===== src/rtl/vga_sync_gen.sv =====
// vga_sync_gen: raster timing generator for the pixel-painting pipeline.
// Two free-running counters walk the full raster (visible area, porches and
// sync). Every output is a registered decode of the counter values from one
// clock earlier, so col/row/disp_ena/syncs/frame_tick all stay aligned.
//
// Ports:
//   clk        in   pixel clock, rising edge
//   reset_n    in   synchronous reset, active low
//   col        out  [9:0] visible column, 0 outside the visible area
//   row        out  [8:0] visible row, 0 outside the visible area
//   disp_ena   out  high while the pixel is visible
//   h_sync     out  horizontal sync, active level H_POL
//   v_sync     out  vertical sync, active level V_POL
//   frame_tick out  one-clock pulse at pixel (0,0) of every frame
module vga_sync_gen #(
  parameter int unsigned H_VISIBLE = 640,
  parameter int unsigned H_FP      = 16,
  parameter int unsigned H_SYNC    = 96,
  parameter int unsigned H_BP      = 48,
  parameter int unsigned V_VISIBLE = 480,
  parameter int unsigned V_FP      = 10,
  parameter int unsigned V_SYNC    = 2,
  parameter int unsigned V_BP      = 33,
  parameter bit          H_POL     = 1'b0,
  parameter bit          V_POL     = 1'b0
) (
  input  logic       clk,
  input  logic       reset_n,
  output logic [9:0] col,
  output logic [8:0] row,
  output logic       disp_ena,
  output logic       h_sync,
  output logic       v_sync,
  output logic       frame_tick
);

  localparam int unsigned H_TOTAL = H_VISIBLE + H_FP + H_SYNC + H_BP;
  localparam int unsigned V_TOTAL = V_VISIBLE + V_FP + V_SYNC + V_BP;

  localparam logic [9:0] H_LAST = 10'(H_TOTAL - 1);
  localparam logic [9:0] V_LAST = 10'(V_TOTAL - 1);

  // Window bounds are 11 bits wide so that a visible width of 1024 still
  // compares correctly against the zero-extended 10-bit counters.
  localparam logic [10:0] H_VIS_W = 11'(H_VISIBLE);
  localparam logic [10:0] V_VIS_W = 11'(V_VISIBLE);
  localparam logic [10:0] H_SS_W  = 11'(H_VISIBLE + H_FP);
  localparam logic [10:0] H_SE_W  = 11'(H_VISIBLE + H_FP + H_SYNC);
  localparam logic [10:0] V_SS_W  = 11'(V_VISIBLE + V_FP);
  localparam logic [10:0] V_SE_W  = 11'(V_VISIBLE + V_FP + V_SYNC);

  logic [9:0] h_cnt_q, h_cnt_d;
  logic [9:0] v_cnt_q, v_cnt_d;
  logic [9:0] col_q, col_d;
  logic [8:0] row_q, row_d;
  logic       de_q, de_d;
  logic       hs_q, hs_d;
  logic       vs_q, vs_d;
  logic       ft_q, ft_d;

  logic [10:0] h_ext, v_ext;
  logic        h_end, v_end;

  always_comb begin
    h_ext = {1'b0, h_cnt_q};
    v_ext = {1'b0, v_cnt_q};
    h_end = (h_cnt_q == H_LAST);
    v_end = (v_cnt_q == V_LAST);

    // Counter advance: the vertical counter only moves on the last pixel
    // of a line.
    h_cnt_d = h_end ? '0 : h_cnt_q + 10'd1;
    v_cnt_d = v_cnt_q;
    if (h_end) v_cnt_d = v_end ? '0 : v_cnt_q + 10'd1;

    // Decode of the current (pre-edge) position.
    de_d  = (h_ext < H_VIS_W) && (v_ext < V_VIS_W);
    col_d = de_d ? h_cnt_q      : '0;
    row_d = de_d ? v_cnt_q[8:0] : '0;
    hs_d  = ((h_ext >= H_SS_W) && (h_ext < H_SE_W)) ? H_POL : ~H_POL;
    vs_d  = ((v_ext >= V_SS_W) && (v_ext < V_SE_W)) ? V_POL : ~V_POL;
    ft_d  = (h_cnt_q == '0) && (v_cnt_q == '0);
  end

  always_ff @(posedge clk) begin
    if (!reset_n) begin
      h_cnt_q <= '0;
      v_cnt_q <= '0;
      col_q   <= '0;
      row_q   <= '0;
      de_q    <= 1'b0;
      hs_q    <= ~H_POL;
      vs_q    <= ~V_POL;
      ft_q    <= 1'b0;
    end else begin
      h_cnt_q <= h_cnt_d;
      v_cnt_q <= v_cnt_d;
      col_q   <= col_d;
      row_q   <= row_d;
      de_q    <= de_d;
      hs_q    <= hs_d;
      vs_q    <= vs_d;
      ft_q    <= ft_d;
    end
  end

  assign col        = col_q;
  assign row        = row_q;
  assign disp_ena   = de_q;
  assign h_sync     = hs_q;
  assign v_sync     = vs_q;
  assign frame_tick = ft_q;

endmodule


===== config.mk =====
export PLATFORM = sky130hd
export DESIGN_NAME = vga_sync_gen
export DESIGN_NICKNAME = d
export VERILOG_FILES = /design/src/rtl/vga_sync_gen.sv
export SDC_FILE = /design/constraint.sdc
export NUM_CORES = 1
export LEC_CHECK = 0
export BUFFER_PORTS_ARGS = -buffer_cell sky130_fd_sc_hd__buf_2
export CORE_AREA = 4 4 59 61
export DETAILED_ROUTE_END_ITERATION = 16
export DIE_AREA = 0 0 63 65
export GPL_TIMING_DRIVEN = 0
export PLACE_DENSITY = 0.87
export SYNTH_ARGS = -nofsm -noshare
export SYNTH_HDL_FRONTEND = slang
export SYNTH_SLANG_ARGS = --single-unit

===== constraint.sdc =====
create_clock -name clk -period 2.8 [get_ports clk]
set_input_delay 0.28 -clock clk [delete_from_list [all_inputs] [get_ports clk]]
set_output_delay 0.28 -clock clk [all_outputs]
set_load 0.01 [all_outputs]

# Word level (Yosys, flattened, before mapping)
# Cells that the tools add are included.
# W data, S select, Z words.
[word_totals]
ff_bits = 43
input_bits = 2
out_inout_bits = 23
wordCells = 30
[op_classes]
addsub = 2
n_lt_le_gt_ge = 6
eq_ne = 2
mux = 3
n_bitwise = 1
reduce_logical = 8
[ops]
columns = ["operator", "n"]
rows = [
  ["$add A10 B1 Y10 const B", 2],
  ["$eq A10 B10 Y1 const B", 2],
  ["$logic_not A10 Y1", 2],
  ["$lt A10 B10 Y1 const B", 2],
  ["$lt A10 B9 Y1 const B", 2],
  ["$ge A10 B10 Y1 const B", 1],
  ["$ge A10 B9 Y1 const B", 1],
  ["$mux W10", 1],
  ["$logic_and A1 B1 Y1", 4],
  ["$mux W1", 2],
  ["$reduce_and A2 Y1", 1],
  ["$reduce_or A2 Y1", 1],
  ["$not A1 Y1", 1],
]

# Logic depth before layout (Yosys ltp)
[logic_depth]
depth_word = 3
ltp_mapped = 6
ltp_nobuf = 6

# Worst setup path before layout
# No wires, ideal clock.
[synth_path]
path_kind = "flip-flop to flip-flop"
start = "register h_cnt_q[0]"
end = "register v_cnt_q[7]"
arrival_ns = 1.539
required_ns = 2.730
slack_ns = 1.191
path_stages_with_launch = 6
n_path_buf = 0
period_less_slack_ns = 1.609
path_cell_list = "dfxtp_1 ha_1 and4_4 nand3_2 or4_1 a21oi_1"
[synth_between]
elab_chain_len = 1
[synth_lines]
columns = ["element", "line", "text"]
rows = [
  ["from (decl)", "52", "logic [9:0] h_cnt_q, h_cnt_d;"],
  ["from (signal assigned)", "96", "h_cnt_q <= h_cnt_d;"],
  ["$eq A10 B10 Y1", "67", "h_end = (h_cnt_q == H_LAST);"],
  ["to (signal assigned)", "97", "v_cnt_q <= v_cnt_d;"],
  ["to (decl)", "53", "logic [9:0] v_cnt_q, v_cnt_d;"],
]
# No other way between the ends.
# A chain may end at the register's enable or synchronous reset.

# Worst setup path in the final report
[layout_path]
start = "register h_cnt_q[0]"
end = "register v_cnt_q[6]"
# Same word-level chain as after synthesis.

==> results.py <==
metrics = {
    "outcome": {
        "status": "finished clean",
    },
    "grt": {
        "gr-usage-all-layers_pct": 16.44,
        "global_route_congestion_overflow_total": 0,
        "grt_max_degree": 14,
        "grt_antenna_before_repair": 0,
        "grt_pass1_vias": 1190,
        "grt_pass1_wl_mm": 5.278,
    },
    "yosys": {
        "synth_top_family_by_area": "simple AND/OR/NAND/NOR gates",
        "number_of_enable_flip_flop_cells_after_synthesis": 0,
        "postSynthCellCount": 166,
        "syn_area_um2": 1664,
        "post_synth_fa_ha_maj_area_fraction_pct": 3.008,
        "synth-async-reset-ratio_pct": 0,
        "netlist_top_cells_area": "sky130_fd_sc_hd__dfxtp_1 (52%), sky130_fd_sc_hd__and2_1 (7.9%), sky130_fd_sc_hd__xnor2_1 (3.2%)",
        "list_of_most_frequent_post_synthesis_cells": "sky130_fd_sc_hd__dfxtp_1 (43), sky130_fd_sc_hd__and2_1 (21), sky130_fd_sc_hd__nor2_1 (10), sky130_fd_sc_hd__nand3_1 (9), sky130_fd_sc_hd__nand2_1 (7)",
        "number_of_library_cell_types_mapped_by_synthesis": 37,
        "synth_simple_gate_area_share_pct": 30.15,
        "synth_compound_area_share_pct": 5.789,
        "postSynthRegisterBits": 43,
        "synth_xor_xnor_area_share_pct": 5.263,
        "synth_top_cell_area_share_pct": 51.73,
        "synth_largest_area_cell": "sky130_fd_sc_hd__dfxtp_1",
        "synth_sequential_area_ratio_pct": 51.73,
        "postSynth.topFlopCell": "sky130_fd_sc_hd__dfxtp_1",
        "synth_warnings": 0,
        "synth_mux_area_share_pct": 0.6015,
        "postSynthNetCount": 172,
        "yosysMostFrequentCell": "sky130_fd_sc_hd__dfxtp_1",
        "average_footprint_of_a_synthesized_cell_um2": 10.02,
    },
    "timing": {
        "final.hold.worst_slack_ps": 222.0,
        "skew_final_ps": 8.429,
        "clock.fmax_mhz": 553.6,
        "slew_at_the_pin_closest_to_its_max_slew_limit_ps": 386.5,
        "totalNegativeSetupSlack_ps": 0,
        "slew_headroom_pct": 74.23,
        "finalCriticalPeriod_ps": 1806,
        "finalHoldViolCount": 0,
        "smallest_setup_slack_after_layout_ps": 993.7,
        "grt_setup_unrepaired": "no",
        "fin_crit_sh_pct": 64.51,
        "setup_viol": 0,
        "report.final.slew_viol_count": 0,
    },
    "placement": {
        "placed_cells_incl_taps": 222,
        "gp_congestion": 0.8695,
        "numPortBuffers": 23,
        "placedInstanceArea_um2": 1821,
        "dp_worst_setup_slack_ps": 1021,
        "dp.final_hpwl_mm": 2.195,
    },
    "floorplan": {
        "overall_die_width_um": 63,
        "core_region_area_um2": 2978,
        "initial_utilization_pct": 55.88,
        "die_h_um": 65,
        "fp-row-count": 20,
        "num_io_pins": 25,
        "dieArea_um2": 4095,
    },
    "worst_setup_path": {
        "path_class": "reg2reg",
        "crit_path_max_incr_delay_ps": 450,
        "critPathCaptureType": "register",
        "timing.critical_path.slowest_stage_cell": "sky130_fd_sc_hd__dfxtp_1",
        "timing.critical_path.buf_inv": 0,
        "crit_path_max_fanout": 7,
        "largest_delay_share_family_worst_path": "simple AND/OR/NAND/NOR gates",
        "cp_cell_sequence": "ha_1 -> and4_4 -> nand4_2 -> or4_1 -> a21boi_1",
        "timing.critical_path.required_ps": 3090,
        "crit_arrival_ps": 2100,
        "critPathLaunchType": "register",
    },
    "clock_network": {
        "path_clk_slew_ps": 120,
        "cts_setup_buffers": 0,
        "h_tree_level_count": 2,
        "worst_skew_pair.late_latency_ps": 350,
        "root_buffer": "sky130_fd_sc_hd__clkbuf_4",
        "post_cts_resize_count": 0,
        "cts-root-to-sink-buffers": 2,
        "cts_hold_repair.buffers": 0,
        "tritoncts": "yes",
        "cts_num_sinks": 43,
        "cts_made_buffers": 5,
    },
    "power": {
        "p_leak_nw": 0.8065,
        "vdd.ir_drop.worst_mv": 0.3184,
        "total_power_mw": 1.128,
        "power.density_nw_per_um2": 586.9,
    },
    "routing": {
        "drt.antenna.violating_nets": 0,
        "detail_route.vias_per_cell": 5.439,
        "drc_errors": 0,
        "routed_wl_mm": 3.002,
        "dr.pass1.iters": 4,
        "detail_route.iter0.violations": 40,
        "vias": 1251,
        "wl_per_cell_um": 13.05,
    },
    "final_layout": {
        "postLayoutCellArea_um2": 1922,
        "final_cell_count_no_fill": 230,
        "antenna-diode-count": 0,
        "area_growth_pct": 15.49,
        "final_core_utilization_pct": 64.54,
        "final_nets": 202,
        "layout-drive-gt1-share_pct": 21.83,
    },
    "run": {
        "maxCapViolCount": 0,
    },
    "min_path": {
        "min-delay-path-class": "in2reg",
    },
}
## cells in the final DEF, fill, tap and decap left out, types with 2 or more instances in the layout
cell type,count
sky130_fd_sc_hd__a21oi_1,6
sky130_fd_sc_hd__and2_1,21
sky130_fd_sc_hd__and4b_1,2
sky130_fd_sc_hd__buf_2,24
sky130_fd_sc_hd__bufinv_16,2
sky130_fd_sc_hd__clkbuf_1,5
sky130_fd_sc_hd__clkbuf_4,5
sky130_fd_sc_hd__dfxtp_1,43
sky130_fd_sc_hd__ha_1,4
sky130_fd_sc_hd__inv_1,5
sky130_fd_sc_hd__nand2_1,7
sky130_fd_sc_hd__nand3_1,9
sky130_fd_sc_hd__nand3_2,2
sky130_fd_sc_hd__nand4_1,3
sky130_fd_sc_hd__nor2_1,10
sky130_fd_sc_hd__nor2b_1,2
sky130_fd_sc_hd__nor3_1,2
sky130_fd_sc_hd__nor4_1,3
sky130_fd_sc_hd__o21ai_0,4
sky130_fd_sc_hd__o31ai_1,4
sky130_fd_sc_hd__or3_1,3
sky130_fd_sc_hd__or4_1,6
sky130_fd_sc_hd__xnor2_1,6
sky130_fd_sc_hd__xor2_1,4
## flip-flops by register name, summed over array words and instances (netlist names)
| signal | flops |
|---|---|
| col | 10 |
| h_cnt_q | 10 |
| v_cnt_q | 10 |
| row | 9 |
| disp_ena | 1 |
| frame_tick | 1 |
| h_sync | 1 |
| v_sync | 1 |
## where the power goes
part / leakage, nW / total (mW) / internal (mW) / switching, mW
Sequential: 0.348 / 0.627 / 0.620 / 0.00698
Clock: 0.0525 / 0.469 / 0.279 / 0.190
Combinational: 0.406 / 0.0326 / 0.0130 / 0.0196
Total: 0.807 / 1.13 / 0.911 / 0.217
## cells by family after synthesis
logic type | count (synthesis)
buffers and inverters | 12
AND/OR/NAND/NOR | 80
XOR/XNOR | 10
adder cells (fa/ha/maj) | 4
flip-flops | 43
AO/OA/AOI/OAI | 16
multiplexers | 1
## layer usage
metal	track usage (%)	wire, um	up-vias
met2	27.80	1502	37
met5	0	0	-
met4	9.091	70	0
met3	3.120	137	7
met1	19.59	1292	582
li1	-	-	625
## area by class of cell
type | count | area (um^2)
clock buffer | 6 | 41.29
fill | 227 | 1056
tap | 33 | 41.29
buffer | 7 | 38.79
clock inverter | 2 | 60.06
sequential | 43 | 860.8
timing repair buffer | 23 | 115.1
multi-input combinational | 111 | 745.7
inverter | 5 | 18.77
## final timing paths
kind	startpoint	endpoint	slack (ps)	cells past startpoint
max	h_cnt_q[0]	v_cnt_q[6]	990	5
min	reset_n	h_cnt_q[6]	220	2
max reg2reg	h_cnt_q[0]	v_cnt_q[6]	990	5
min reg2reg	v_cnt_q[8]	v_cnt_q[8]	520	2
Note: power is estimated with default switching activity, not from simulation.
